<file path="src/rtl/phase_seq_pkg.sv">
// Shared phase indices, state encoding and sizing for the phase sequencer.
package phase_seq_pkg;

  localparam int unsigned PH_P = 0;
  localparam int unsigned PH_D = 1;
  localparam int unsigned PH_R = 2;
  localparam int unsigned PH_X = 3;
  localparam int unsigned PH_M = 4;
  localparam int unsigned PH_F = 5;
  localparam int unsigned PH_H = PH_F;

  localparam int unsigned NPHASE_DEF   = PH_H + 1;
  localparam int unsigned RETIRE_W_DEF = 32;
  localparam int unsigned REG_W        = 3;

  typedef enum logic [1:0] {
    S_IDLE = 2'd0,
    S_RUN  = 2'd1,
    S_HALT = 2'd2
  } state_t;

endpackage

</file>
<file path="src/rtl/phase_ring.sv">
// One-hot phase ring: clear > force > load `p > hold > skip `f > rotate.
module phase_ring
  import phase_seq_pkg::*;
#(
  parameter int unsigned NPHASE = NPHASE_DEF
) (
  input  logic              clk,
  input  logic              rst,
  input  logic              clear,
  input  logic              load_p,
  input  logic              hold,
  input  logic              skip_f,
  input  logic              force_en,
  input  logic [NPHASE-1:0] force_vec,
  output logic [NPHASE-1:0] phase
);

  logic [NPHASE-1:0] phase_d;
  logic [NPHASE-1:0] rot;

  always_comb begin
    rot     = {phase[NPHASE-2:0], phase[NPHASE-1]};
    phase_d = phase;
    if (clear) begin
      phase_d = '0;
    end else if (force_en) begin
      phase_d = force_vec;
    end else if (load_p) begin
      phase_d = NPHASE'(1) << PH_P;
    end else if (hold) begin
      phase_d = phase;
    end else if (skip_f && phase[PH_M]) begin
      phase_d = NPHASE'(1) << PH_P;
    end else begin
      phase_d = rot;
    end
  end

  always_ff @(posedge clk or negedge rst) begin
    if (!rst) begin
      phase <= '0;
    end else begin
      phase <= phase_d;
    end
  end

endmodule

</file>
<file path="src/rtl/phase_seq.sv">
// Phase sequencer for the miniCPU core plus debug arbitration of the register-file ports.
module phase_seq
  import phase_seq_pkg::*;
#(
  parameter int unsigned NPHASE   = NPHASE_DEF,
  parameter int unsigned RETIRE_W = RETIRE_W_DEF
) (
  input  logic                clk,
  input  logic                rst,
  input  logic                start,
  input  logic                mem_busy,
  input  logic                halt_req,
  input  logic                wb_en_dec,
  input  logic [REG_W-1:0]    dec_rg1,
  input  logic [REG_W-1:0]    dec_rg2,
  input  logic                dbg_req,
  input  logic                dbg_wr,
  input  logic [REG_W-1:0]    dbg_rg1,
  input  logic [REG_W-1:0]    dbg_rg2,
  output logic [NPHASE-1:0]   phase,
  output logic [REG_W-1:0]    rg1,
  output logic [REG_W-1:0]    rg2,
  output logic                regfile_sel,
  output logic                dbg_gnt,
  output logic                running,
  output logic [RETIRE_W-1:0] retired
);

  state_t              state_q, state_d;
  logic                halt_pend_q, halt_pend_d;
  logic                dbg_gnt_d, regfile_sel_d;
  logic [REG_W-1:0]    dbg_rg1_q, dbg_rg1_d;
  logic [REG_W-1:0]    dbg_rg2_q, dbg_rg2_d;
  logic                retire_inc;
  logic                ring_clear, ring_load_p, ring_hold, ring_skip_f, ring_force_en;
  logic [NPHASE-1:0]   ring_force_vec;
  logic                m_exit, f_exit;

  phase_ring #(.NPHASE(NPHASE)) u_ring (
    .clk       (clk),
    .rst       (rst),
    .clear     (ring_clear),
    .load_p    (ring_load_p),
    .hold      (ring_hold),
    .skip_f    (ring_skip_f),
    .force_en  (ring_force_en),
    .force_vec (ring_force_vec),
    .phase     (phase)
  );

  // Next state, ring control and debug arbitration.
  always_comb begin
    state_d        = state_q;
    halt_pend_d    = halt_pend_q;
    dbg_gnt_d      = 1'b0;
    regfile_sel_d  = 1'b0;
    dbg_rg1_d      = dbg_rg1_q;
    dbg_rg2_d      = dbg_rg2_q;
    retire_inc     = 1'b0;
    ring_clear     = 1'b0;
    ring_load_p    = 1'b0;
    ring_hold      = 1'b0;
    ring_skip_f    = 1'b0;
    ring_force_en  = 1'b0;
    ring_force_vec = '0;
    m_exit         = phase[PH_M] && !mem_busy;
    f_exit         = phase[PH_F];

    case (state_q)
      S_IDLE, S_HALT: begin
        // start wins over a simultaneous debug request
        if (start) begin
          state_d     = S_RUN;
          ring_load_p = 1'b1;
        end else if (dbg_req) begin
          dbg_gnt_d      = 1'b1;
          regfile_sel_d  = dbg_wr;
          dbg_rg1_d      = dbg_rg1;
          dbg_rg2_d      = dbg_rg2;
          ring_force_en  = 1'b1;
          ring_force_vec = dbg_wr ? (NPHASE'(1) << PH_F) : (NPHASE'(1) << PH_R);
        end else begin
          ring_clear = 1'b1;
        end
      end
      S_RUN: begin
        ring_hold   = mem_busy && (phase[PH_P] || phase[PH_M]);
        ring_skip_f = !wb_en_dec;
        if (phase[PH_X] && halt_req) begin
          halt_pend_d = 1'b1;
        end
        if ((m_exit && !wb_en_dec) || f_exit) begin
          retire_inc = 1'b1;
          if (halt_pend_q) begin
            state_d     = S_HALT;
            ring_clear  = 1'b1;
            halt_pend_d = 1'b0;
          end
        end
      end
      default: begin
        state_d    = S_IDLE;
        ring_clear = 1'b1;
      end
    endcase
  end

  always_ff @(posedge clk or negedge rst) begin
    if (!rst) begin
      state_q     <= S_IDLE;
      halt_pend_q <= 1'b0;
      dbg_gnt     <= 1'b0;
      regfile_sel <= 1'b0;
      dbg_rg1_q   <= '0;
      dbg_rg2_q   <= '0;
      running     <= 1'b0;
      retired     <= '0;
    end else begin
      state_q     <= state_d;
      halt_pend_q <= halt_pend_d;
      dbg_gnt     <= dbg_gnt_d;
      regfile_sel <= regfile_sel_d;
      dbg_rg1_q   <= dbg_rg1_d;
      dbg_rg2_q   <= dbg_rg2_d;
      running     <= (state_d == S_RUN);
      if (retire_inc) begin
        retired <= retired + RETIRE_W'(1);
      end
    end
  end

  // Decoded selects steer the regfile while running; debug selects otherwise.
  assign rg1 = (state_q == S_RUN) ? dec_rg1 : dbg_rg1_q;
  assign rg2 = (state_q == S_RUN) ? dec_rg2 : dbg_rg2_q;

endmodule
</file>
<file path="config.mk">
export PLATFORM = sky130hd
export DESIGN_NAME = phase_seq
export DESIGN_NICKNAME = d
export VERILOG_FILES = /design/src/rtl/phase_seq_pkg.sv /design/src/rtl/phase_ring.sv /design/src/rtl/phase_seq.sv
export SDC_FILE = /design/constraint.sdc
export NUM_CORES = 1
export LEC_CHECK = 0
export CAP_MARGIN = 5
export CORE_ASPECT_RATIO = 2
export CORE_MARGIN = 5
export CORE_UTILIZATION = 35
export DETAILED_ROUTE_END_ITERATION = 10
export DONT_BUFFER_PORTS = 1
export PLACE_DENSITY_LB_ADDON = 0.12
export SYNTH_ARGS = -nofsm -noshare
export SYNTH_HDL_FRONTEND = slang
export SYNTH_HIERARCHICAL = 1
export SYNTH_SLANG_ARGS = --single-unit
</file>
<file path="constraint.sdc">
create_clock -name clk -period 4.9 [get_ports clk]
set_clock_uncertainty 0.05 [all_clocks]
set_input_delay 0.98 -clock clk [delete_from_list [all_inputs] [get_ports clk]]
set_output_delay 0.98 -clock clk [all_outputs]
set_load 0.01 [all_outputs]
</file>
After elaboration in Yosys (flattened, before gate mapping)
Cells that the tools add are included.
W data, S select, Z words.
{"block": "classes", "bitwise": 1, "addsub": 1, "n_reduce_logical": 12, "mux": 35, "n_eq_ne": 4}
{"cell": "$mux W6", "count": 9}
{"cell": "$add A32 B1 Y32 const B", "count": 1}
{"cell": "$mux W1", "count": 19}
{"cell": "$mux W2", "count": 3}
{"cell": "$mux W3", "count": 2}
{"cell": "$logic_and A1 B1 Y1", "count": 5}
{"cell": "$eq A2 B1 Y1 const B", "count": 2}
{"cell": "$ne A4 B4 Y1 const B", "count": 1}
{"cell": "$pmux W2 S2", "count": 1}
{"cell": "$reduce_and A3 Y1", "count": 1}
{"cell": "$eq A2 B2 Y1 const B", "count": 1}
{"cell": "$logic_not A1 Y1", "count": 2}
{"cell": "$logic_not A2 Y1", "count": 1}
{"cell": "$logic_or A1 B1 Y1", "count": 2}
{"cell": "$pmux W1 S2", "count": 1}
{"cell": "$reduce_or A2 Y1", "count": 1}
{"cell": "$not A1 Y1", "count": 1}
{"block": "totals", "out_inout_bits": 47, "reg_bits": 50, "inputBits": 20}

Longest topological paths before layout
Gate-level depths: netlist (run 1).
{"block": "depth", "depth_word": 8, "depth_mapped": 6, "depth_no_buf": 5}

Cells and area by module
Netlist (run 1), hierarchy kept.
{"mod": "phase_seq", "area_each_um2": 2140.8, "n_inst": 1, "cells_per_inst": 199}
{"mod": "phase_ring", "area_each_um2": 346.6, "n_inst": 1, "cells_per_inst": 33}

Least setup slack after synthesis (run 1)
Ideal clock, no wire load.
{"block": "synth_timing", "path_kind": "input port to flip-flop", "startpoint": "input port dbg_req", "endpoint": "register u_ring.phase[0]", "arrival_time_ns": 2.093, "setup_slack_ns": 2.679, "setup_time_ns": 0.078, "path_buffers": 1, "path_stages": 5, "required_ns": 4.772, "cell_sequence": "nor3b_2 buf_6 a211oi_4 a221o_1 a21oi_1"}
{"block": "synth_between", "elab_chain_len": 5, "word_cells_on_any_way": 12, "cone_classes": "1 x eq/ne; 11 x mux"}
{"item": "start: declaration", "line_no": "phase_seq.sv:16", "source": "input logic dbg_req,"}
{"item": "branches (longest 5 deep; another with $ne A4 B4 Y1)"}
{"item": "end signal: assignment", "line_no": "phase_ring.sv:43", "source": "phase <= phase_d;"}
{"item": "end: declaration", "line_no": "phase_ring.sv:15", "source": "output logic [NPHASE-1:0] phase"}
Parallel ways; which one is timed is not known.
A chain may end at the register's enable or synchronous reset.

Worst setup path after layout (run 1)
{"block": "layout_timing", "startpoint": "register state_q[0]", "endpoint": "output port rg2[2]"}
{"block": "layout_between", "elab_chain_len": 2}
{"item": "start: declaration", "line_no": "phase_seq.sv:29", "source": "state_t state_q, state_d;"}
{"item": "start signal: assignment", "line_no": "phase_seq.sv:119", "source": "state_q <= state_d;"}
{"item": "$eq A2 B1 Y1", "line_no": "phase_seq.sv:134", "source": "assign rg2 = (state_q == S_RUN) ? dec_rg2 : dbg_rg2_q;"}
{"item": "$mux W3", "line_no": "phase_seq.sv:134"}
{"item": "end: declaration", "line_no": "phase_seq.sv:22", "source": "output logic [REG_W-1:0] rg2,"}
Every way passes these cells.

==> reports/results.txt, run 1 <==
Final Critical Period: 2.42 ns
DRT Pass-1 Iters: 4
Non-filler cells in the finished layout: 330
Max H-tree Level: 2
DP Wirelength: 4580 µm
Crit path top cell by count: nand2_1
Reg2reg start: u_ring/phase[4]
R2R cell count: 5
Max Used Layer: met4
Initial core utilization: 35.8%
Congestion Overflow GR: 0
Status: finished, final reports clean
Worst-path fanout max: 12
WL final: 6280 µm
Inst Count DP: 322
Worst-Margin Slew: 0.637 ns
Asr flop ratio synth: 100%
Metal-1 WL: 2150 µm
#FFs+latches synth: 50
Synth-to-Final Area Change: 11.2%
WHS: 0.324 ns
Post-CTS sizing: 0
Sequential area share after synthesis: 50.3%
Distinct cells, synth: 45
Cts-stage hold buffer count: 0
Placed inst area: 2600 µm²
CTS Sinks: 50
Num rows: 43
Finished Core Util: 39.8%
GP Congestion: 0.725
Routed wire per std cell: 19.0 µm
Max-slew headroom: 57.4%
Ports: 67
CTS max path bufs: 2
Clk slew on worst S/H paths: 0.07 ns
Final worst-path setup slack: 2.48 ns
Share of post-route cells with drive strength above 1: 14.2%
CP top delay family: simple AND/OR/NAND/NOR gates
Die span in x: 69.6 µm
Setup violators final: 0
P per Cell Area: 464 nW/µm²
TritonCTS clock tree: built
Via count: 1,737
Vias in the first global route: 1,819
Total GRT Usage: 14.9%
RSZ-0062 raised after global routing: false
Fin nets: 260
Crit end category: output pin
Vert. Die Dim: 129 µm
Syn Area/Cell: 10.7 µm²
EDFF count, synth: 0
CP arrival: 1.39 ns
Register-to-register setup slack: 2.82 ns
Worst r2r dst: u_ring/phase[4]
Final Hold Fails: 0
Syn Inst Count: 232
Largest net degree at the start of global routing: 51
Die footprint: 9000 µm²
Core area: 6940 µm²
Startpoint Class: register
Worst hold path type: in -> async
Peak supply drop: 0.271 mV
Setup_tns: 0 ns
CP Cell Sequence: and2b_1 -> nand2_1 -> nand2_1
Post-CTS setup buffer count: 0
Synthesized cell area: 2490 µm²
Leakage: 1.27 nW
DRT iter0 DRCs: 85
IO buf count: 0
Crit path buf inv count: 0
Drt drc: 0
First-pass GRT wire length: 10,300 µm
Worst skew pair latency: 0.29 ns
Initial antenna violation count: 0
Post-synth top flop: dfrtp_1
Post-route cell area: 2770 µm²
Max_cap viols: 0
WS Path Type: reg -> out
Tcrit/Tclk final: 49.4%
Slowest cell on crit path: dfrtp_1
Diode count: 0
Met3 wire len: 434 µm
Pwr Total: 1.28 mW
DP Worst Slack: 2.43 ns
Worst path max stage delay: 0.45 ns
Vias per inst: 5.26
Met2 WL post-DR: 3540 µm
CTS Root Buffer Type: clkbuf_16
FMAX: 413 MHz
Final ANT Viol Nets: 0
Required time of the critical path: 3.87 ns
Slew Limit Fails: 0
TritonCTS Buffers: 5
Yosys warns: 6
==> worst max path at each step <==
| stage | from | endpoint | cells past startpoint |
|---|---|---|---|
| final | state_q[0] | rg2[2] | 3 |
| after global routing | state_q[0] | rg2[0] | 3 |
| after CTS | state_q[0] | rg2[2] | 3 |
| after detailed placement | wb_en_dec | u_ring/phase[3] | 5 |
| after global placement | wb_en_dec | u_ring/phase[4] | 5 |
| after floorplan | dbg_req | u_ring/phase[0] | 5 |
==> final cells by class <==
cell class	count	area, µm²
Inverter	9	33.8
Clock inverter	3	40.0
Clock buffer	5	125
Multi-Input combinational cell	170	1180
Timing Repair Buffer	3	22.5
Sequential cell	50	1250
Tap cell	90	113
Fill cell	684	4180
==> cells in the mapped netlist (all sizes together) (2+ instances only) <==
| master | n | share of area [%] |
|---|---|---|
| a211oi | 2 | 1.3 |
| a21o | 2 | 0.60 |
| a21oi | 2 | 0.40 |
| a221oi | 4 | 1.4 |
| and3 | 5 | 1.3 |
| and4 | 4 | 1.4 |
| buf | 4 | 1.1 |
| clkbuf | 2 | 0.30 |
| dfrtp | 50 | 50 |
| inv | 9 | 1.4 |
| mux2 | 7 | 3.2 |
| nand2 | 29 | 4.4 |
| nand2b | 4 | 1.0 |
| nand3 | 9 | 2.0 |
| nand3b | 2 | 0.60 |
| nand4 | 9 | 2.8 |
| nor2 | 12 | 1.8 |
| nor2b | 2 | 0.50 |
| nor3 | 12 | 2.4 |
| nor3b | 4 | 2.1 |
| nor4 | 10 | 3.8 |
| o21ai | 4 | 0.80 |
| or4 | 2 | 0.75 |
| xnor2 | 12 | 4.2 |
| xor2 | 19 | 6.7 |
==> cell usage in the layout, fill, tap and decap left out, drive strengths merged, types with 2 or more instances in the layout <==
cell / netlist / final
dfrtp: 50 / 50
nand2: 29 / 29
xor2: 19 / 19
nor2: 12 / 12
xnor2: 12 / 12
nor3: 12 / 12
nor4: 10 / 10
inv: 9 / 9
nand3: 9 / 9
nand4: 9 / 9
mux2: 7 / 7
and3: 5 / 5
clkbuf: 2 / 5
nand2b: 4 / 4
and4: 4 / 4
a221oi: 4 / 4
conb: 1 / 4
o21ai: 4 / 4
nor3b: 4 / 4
buf: 4 / 3
nor2b: 2 / 2
a21o: 2 / 2
a21oi: 2 / 2
nand3b: 2 / 2
clkinv: 0 / 2
or4: 2 / 2
a211oi: 2 / 2
==> logic make-up after synthesis <==
kind of cell / count (synthesis) / share of synthesized area, %
AND/OR/NAND/NOR: 108 / 26.0
flip-flops: 50 / 50.3
buffers and inverters: 15 / 2.72
other: 1 / 0.151
multiplexers: 7 / 3.17
AO/OA/AOI/OAI: 19 / 6.24
XOR/XNOR: 31 / 10.9
adder cells (fa/ha/maj): 1 / 0.503
==> registers in the layout (all words and copies together), names as in the netlist <==
name and flops:
retired 32, u_ring/phase 6, dbg_rg1_q 3, dbg_rg2_q 3
state_q 2, dbg_gnt 1, halt_pend_q 1, regfile_sel 1
running 1
==> power by group <==
group          total [mW]  switching, mW  internal, mW
combinational       0.298          0.172         0.126
clock               0.395          0.156         0.239
sequential          0.590          0.102         0.489
==> routing by layer <==
metal	track usage, %	up-vias
met5	0	-
met4	7.34	0
met3	5.28	12
met2	27.8	62
met1	14.5	837
li1	-	826
Power figures use the tool's default switching activity.
==> run 2, diff against run 1 <==
==> constraint.sdc (replaced) <==
create_clock -name clk -period 2.3 [get_ports clk]
set_clock_uncertainty 0.05 [all_clocks]
set_input_delay 0.46 -clock clk [delete_from_list [all_inputs] [get_ports clk]]
set_output_delay 0.46 -clock clk [all_outputs]
set_load 0.01 [all_outputs]
==> run 2 against run 1 <==
- clock power grew 100%
- sequential power up 110%
- setup slack got worse by 2.0 ns
- global-route usage is 0.25 points higher
- register-to-register slack worse by 2.4 ns
- routed wire length is 1.1% higher
- core utilization is 1.0 points higher
- largest cell class unchanged
- highest routed layer unchanged
==> reports/results.txt, run 2 (synthesis results as in run 1) <==
Status: finished, final reports clean
Biggest regs: retired: 32 flops, u_ring/phase: 6 flops
Required time of the critical path: 1.79 ns (-2.08 ns)
FMAX: 539 MHz
WS Path Type: reg -> out
Die footprint: 9000 µm² (unchanged)
Worst skew pair latency: 0.29 ns (about the same)
P per Cell Area: 971 nW/µm² (+110%)
Diode count: 0 (unchanged)
Worst path max stage delay: 0.46 ns (about the same)
Cts-stage hold buffer count: 2 (+2)
Initial antenna violation count: 0 (unchanged)
Ports: 67 (unchanged)
Final worst-path setup slack: 0.445 ns (-2.04 ns)
Worst-path fanout max: 9 (-3)
CTS Root Buffer Type: clkbuf_16
CTS max path bufs: 2 (unchanged)
Clk slew on worst S/H paths: 0.07 ns (about the same)
Leakage: 1.31 nW (+3.0%)
Max_cap viols: 0 (unchanged)
DP Worst Slack: 0.444 ns (-1.99 ns)
Die span in x: 69.6 µm (unchanged)
WHS: 0.268 ns (-0.0559 ns)
Vert. Die Dim: 129 µm (unchanged)
Core area: 6940 µm² (unchanged)
GP Congestion: 0.762 (+5.1%)
Final Hold Fails: 0 (unchanged)
Most frequent cells in the layout: dfrtp_1 (50), nand2_1 (29), xor2_1 (19)
Drt drc: 0 (unchanged)
DRT iter0 DRCs: 62 (-27%)
Fillers: 688 (+0.58%)
Total GRT Usage: 15.2% (+0.25 points)
Slowest cell on crit path: dfrtp_1
Via count: 1,747 (+0.58%)
Post-CTS sizing: 0 (unchanged)
Max H-tree Level: 2 (unchanged)
Crit path top cell by count: nand2_1
Largest net degree at the start of global routing: 51 (unchanged)
Fin nets: 267 (+2.7%)
Post-CTS setup buffer count: 0 (unchanged)
CP top delay family: flip-flops
Vias per inst: 5.18 (-1.5%)
TritonCTS Buffers: 5 (unchanged)
Tcrit/Tclk final: 80.7%
CP arrival: 1.35 ns (-0.04 ns)
Crit end category: output pin
IO buf count: 0 (unchanged)
Largest reg by FF count: retired
Crit path buf inv count: 1 (+1)
Commonest non-fill, non-tap cell in the layout: dfrtp_1
RSZ-0062 raised after global routing: false
Setup violators final: 0 (unchanged)
Slew Limit Fails: 0 (unchanged)
Synth-to-Final Area Change: 14.0%
Congestion Overflow GR: 0 (unchanged)
Max FFs per register: 32 (unchanged)
Share of post-route cells with drive strength above 1: 16.2% (+2.0 points)
Peak supply drop: 0.533 mV (+97%)
First-pass GRT wire length: 10,600 µm (+3.1%)
Final ANT Viol Nets: 0 (unchanged)
Vias in the first global route: 1,942 (+6.8%)
Setup_tns: 0 ns (unchanged)
Routed wire per std cell: 18.9 µm (-0.96%)
Num rows: 43 (unchanged)
CTS Sinks: 50 (unchanged)
WL final: 6360 µm (+1.1%)
TritonCTS clock tree: built
CP Cell Sequence: and2b_1 -> buf_4 -> nand2_1 -> nand2_1
Worst hold path type: in -> reg
Initial core utilization: 35.8% (unchanged)
DP Wirelength: 4720 µm (+3.0%)
Startpoint Class: register
DRT Pass-1 Iters: 4 (unchanged)
Final Critical Period: 1.86 ns
-- run 2: cell types whose count changed in the layout (fill, tap and decap cells not counted) --
cell / delta
dlygate4sd3_1: +1
clkinv_4: +1
clkbuf_8: +2
buf_4: +5
buf_16: +1
clkinv_2: -2
bufinv_16: -1
-- run 2: final timing paths --
| check | start | endpoint | slack (ns) | depth (start not counted) |
|---|---|---|---|---|
| max in group asynchronous | rst | u_ring/phase[5] | 1.34 | 2 |
| setup / recovery | state_q[0] | rg2[0] | 0.44 | 4 |
| hold / removal | dbg_rg2[2] | dbg_rg2_q[2] | 0.27 | 1 |
| min in group asynchronous | rst | retired[16] | 0.64 | 2 |
| hold reg to reg | halt_pend_q | halt_pend_q | 0.45 | 1 |
| setup reg to reg | retired[0] | retired[22] | 0.45 | 6 |
-- run 2: per-stage QoR --
step,instances,area [µm²],utilization [%],power [mW]
after global routing,337,2840,40.9,2.96
after CTS,337,2840,40.9,2.83
after detailed placement,327,2640,38.0,1.98
after global placement,327,2640,38.0,1.97
final,337,2840,40.9,2.75
after floorplan,235,2500,-,1.75
-- run 2: final cells by class --
type	instances	area, µm²	area share, %
Sequential cell	50	1250	44.1
Multi-Input combinational cell	170	1180	41.6
Clock buffer	7	153	5.38
Tap cell	90	113	3.97
Timing Repair Buffer	10	97.6	3.44
Inverter	9	33.8	1.19
Clock inverter	1	8.76	0.309
-- run 2: where the power goes --
group	switching [mW]	leakage [nW]	total, mW	internal, mW
Combinational	0.404	0.586	0.716	0.311
Sequential	0.208	0.646	1.25	1.04
Clock	0.326	0.0801	0.791	0.465
-- run 2: layer usage --
metal | wire length [µm] | GRT usage [%] | share of wire (%) | vias up
met3 | 419 | 4.74 | 6.6 | 8
met5 | 0 | 0 | 0 | -
met4 | 110 | 5.42 | 1.7 | 0
li1 | - | - | - | 836
met2 | 3710 | 29.9 | 58 | 53
met1 | 2120 | 14.6 | 33 | 850
==> run 3, diff against run 2 <==
==> constraint.sdc (replaced) <==
create_clock -name clk -period 1.5 [get_ports clk]
set_clock_uncertainty 0.05 [all_clocks]
set_input_delay 0.3 -clock clk [delete_from_list [all_inputs] [get_ports clk]]
set_output_delay 0.3 -clock clk [all_outputs]
set_load 0.01 [all_outputs]
==> run 3 against run 2 <==
- the run now ends with hold timing, setup timing left
- clock-buffer cell count shrank 1
- first-iteration DRC count grew 31%
- clock power grew 38%
- largest cell class is now multi-input combinational cells
==> reports/results.txt, run 3 (synthesis results as in run 1) <==
Worst r2r dst: retired[29]
RSZ-0062 raised after global routing: true
Ports: 67 (unchanged)
Placed inst area: 3180 µm² (+21%)
Worst-path fanout max: 8 (-1)
Most frequent cells in the layout: buf_4 (64), dfrtp_1 (45), xor2_1 (19)
Worst hold path type: in -> async
Post-route cell area: 3820 µm² (+35%)
M2 GR Usage: 32.2% (+2.3 points)
Non-filler cells in the finished layout: 409 (+21%)
Register-to-register setup slack: -0.10 ns (-0.55 ns)
First-pass GRT wire length: 11,600 µm (+9.2%)
Required time of the critical path: 1.15 ns (-0.64 ns)
Commonest non-fill, non-tap cell in the layout: buf_4
Final worst-path setup slack: -0.102 ns (-0.547 ns)
Fillers: 616 (-10%)
P per Cell Area: 1290 nW/µm² (+33%)
Synth-to-Final Area Change: 53.7%
CTS max path bufs: 2 (unchanged)
CP arrival: 1.25 ns (-0.10 ns)
Status: finished, violations left
Crit end category: output pin
Final Critical Period: 1.60 ns
Setup_tns: -1.93 ns (-1.93 ns)
Slowest cell on crit path: dfrtp_1
Startpoint Class: register
Worst path max stage delay: 0.38 ns (-0.08 ns)
Vert. Die Dim: 129 µm (unchanged)
Vias per inst: 5.04 (-2.7%)
DP Wirelength: 4980 µm (+5.6%)
Diode count: 0 (unchanged)
Initial core utilization: 35.8% (unchanged)
Largest net degree at the start of global routing: 51 (unchanged)
Drt drc: 0 (unchanged)
Met1 usage: 15.5% (+0.86 points)
Crit path top cell by count: nand2_2
Met3 Usage GRT: 5.67% (+0.93 points)
DRT iter0 DRCs: 81 (+31%)
Final Hold Fails: 50 (+50)
Final ANT Viol Nets: 0 (unchanged)
CP Cell Sequence: and2b_2 -> buf_8 -> nand2_2 -> nand2_2
Pwr Total: 4.95 mW (+80%)
Biggest regs: retired: 32 flops, u_ring/phase: 6 flops
Multi-input gate area: 1580 µm² (+34%)
Peak supply drop: 0.906 mV (+70%)
WS Path Type: reg -> out
IO buf count: 0 (unchanged)
Fin nets: 339 (+27%)
CTS Root Buffer Type: clkbuf_16
Max H-tree Level: 2 (unchanged)
Clk slew on worst S/H paths: 0.07 ns (about the same)
Max FFs per register: 32 (unchanged)
Register area: 1260 µm² (+0.50%)
Failing checks: hold timing, setup timing
TritonCTS Buffers: 5 (unchanged)
Worst skew pair latency: 0.29 ns (about the same)
R2R cell count: 5 (-1)
Initial antenna violation count: 0 (unchanged)
Congestion Overflow GR: 0 (unchanged)
DRT Pass-1 Iters: 4 (unchanged)
Total GRT Usage: 16.5% (+1.3 points)
Top Usage Layer GRT: met2
Tcrit/Tclk final: 107%
GP Congestion: 0.780 (+2.2%)
Setup violators final: 33 (+33)
Vias in the first global route: 2,330 (+20%)
Leakage: 1.95 nW (+48%)
Slew Limit Fails: 0 (unchanged)
Via count: 2,062 (+18%)
WL final: 6830 µm (+7.4%)
Largest reg by FF count: retired
CTS Sinks: 50 (unchanged)
TritonCTS clock tree: built
Max_cap viols: 0 (unchanged)
Num rows: 43 (unchanged)
Die footprint: 9000 µm² (unchanged)
Die span in x: 69.6 µm (unchanged)
FMAX: 624 MHz
Reg2reg start: retired[1]
WHS: -0.350 ns (-0.619 ns)
Share of post-route cells with drive strength above 1: 52.7% (+36 points)
Core area: 6940 µm² (unchanged)
Inst Count DP: 386 (+18%)
Routed wire per std cell: 16.7 µm (-11%)
## run 3: routing by layer
metal	vias to the layer above	routed length, µm
li1	981	-
met1	1013	2270
met2	57	3970
met3	11	439
met4	0	152
met5	-	0
## run 3: stage by stage
stage,setup slack [ns],util [%]
6_report,-0.102,55.1
5_1_grt,-0.183,55.1
4_1_cts,-0.118,52.7
3_5_place_dp,-0.188,45.8
3_3_place_gp,-0.138,45.8
2_1_floorplan,-0.121,-
## run 3: power by group
group	leakage, nW	internal, mW	total (mW)	switching (mW)
sequential	0.639	1.60	1.82	0.221
clock	0.0706	0.613	1.09	0.479
combinational	1.24	1.01	2.03	1.02
total	1.95	3.23	4.95	1.72
## run 3: critical path: cells and delay by family, from the launching register on
kind / cells / cell delay (ns)
flops: 1 / 0.38
simple gates: 3 / 0.42
buf+inv: 1 / 0.16
## run 3: area by class of cell
cell class / instances / area share, %
Clock inverter: 2 / 0.262
Clock buffer: 6 / 3.37
Timing Repair Buffer: 82 / 18.4
Tap cell: 90 / 2.95
Inverter: 9 / 0.884
Sequential cell: 50 / 32.9
Multi-Input combinational cell: 170 / 41.2
## run 3: worst max path at each step
stage / to / slack [ns] / startpoint / depth (start not counted)
after floorplan: retired[30] / -0.12 / retired[1] / 6
after global placement: retired[1] / -0.14 / u_ring/phase[4] / 4
after detailed placement: retired[1] / -0.19 / u_ring/phase[4] / 4
after CTS: rg1[2] / -0.12 / state_q[1] / 4
after global routing: rg2[1] / -0.18 / state_q[1] / 4
final: rg2[1] / -0.10 / state_q[1] / 4
## run 3: timing repair
item	4_1_cts	5_1_grt
setup endpoints to repair	45	39
gates cloned	0	0
hold endpoints to repair	50	50
gates resized for setup	58	28
pin swaps	22	30
setup buffers	14	5
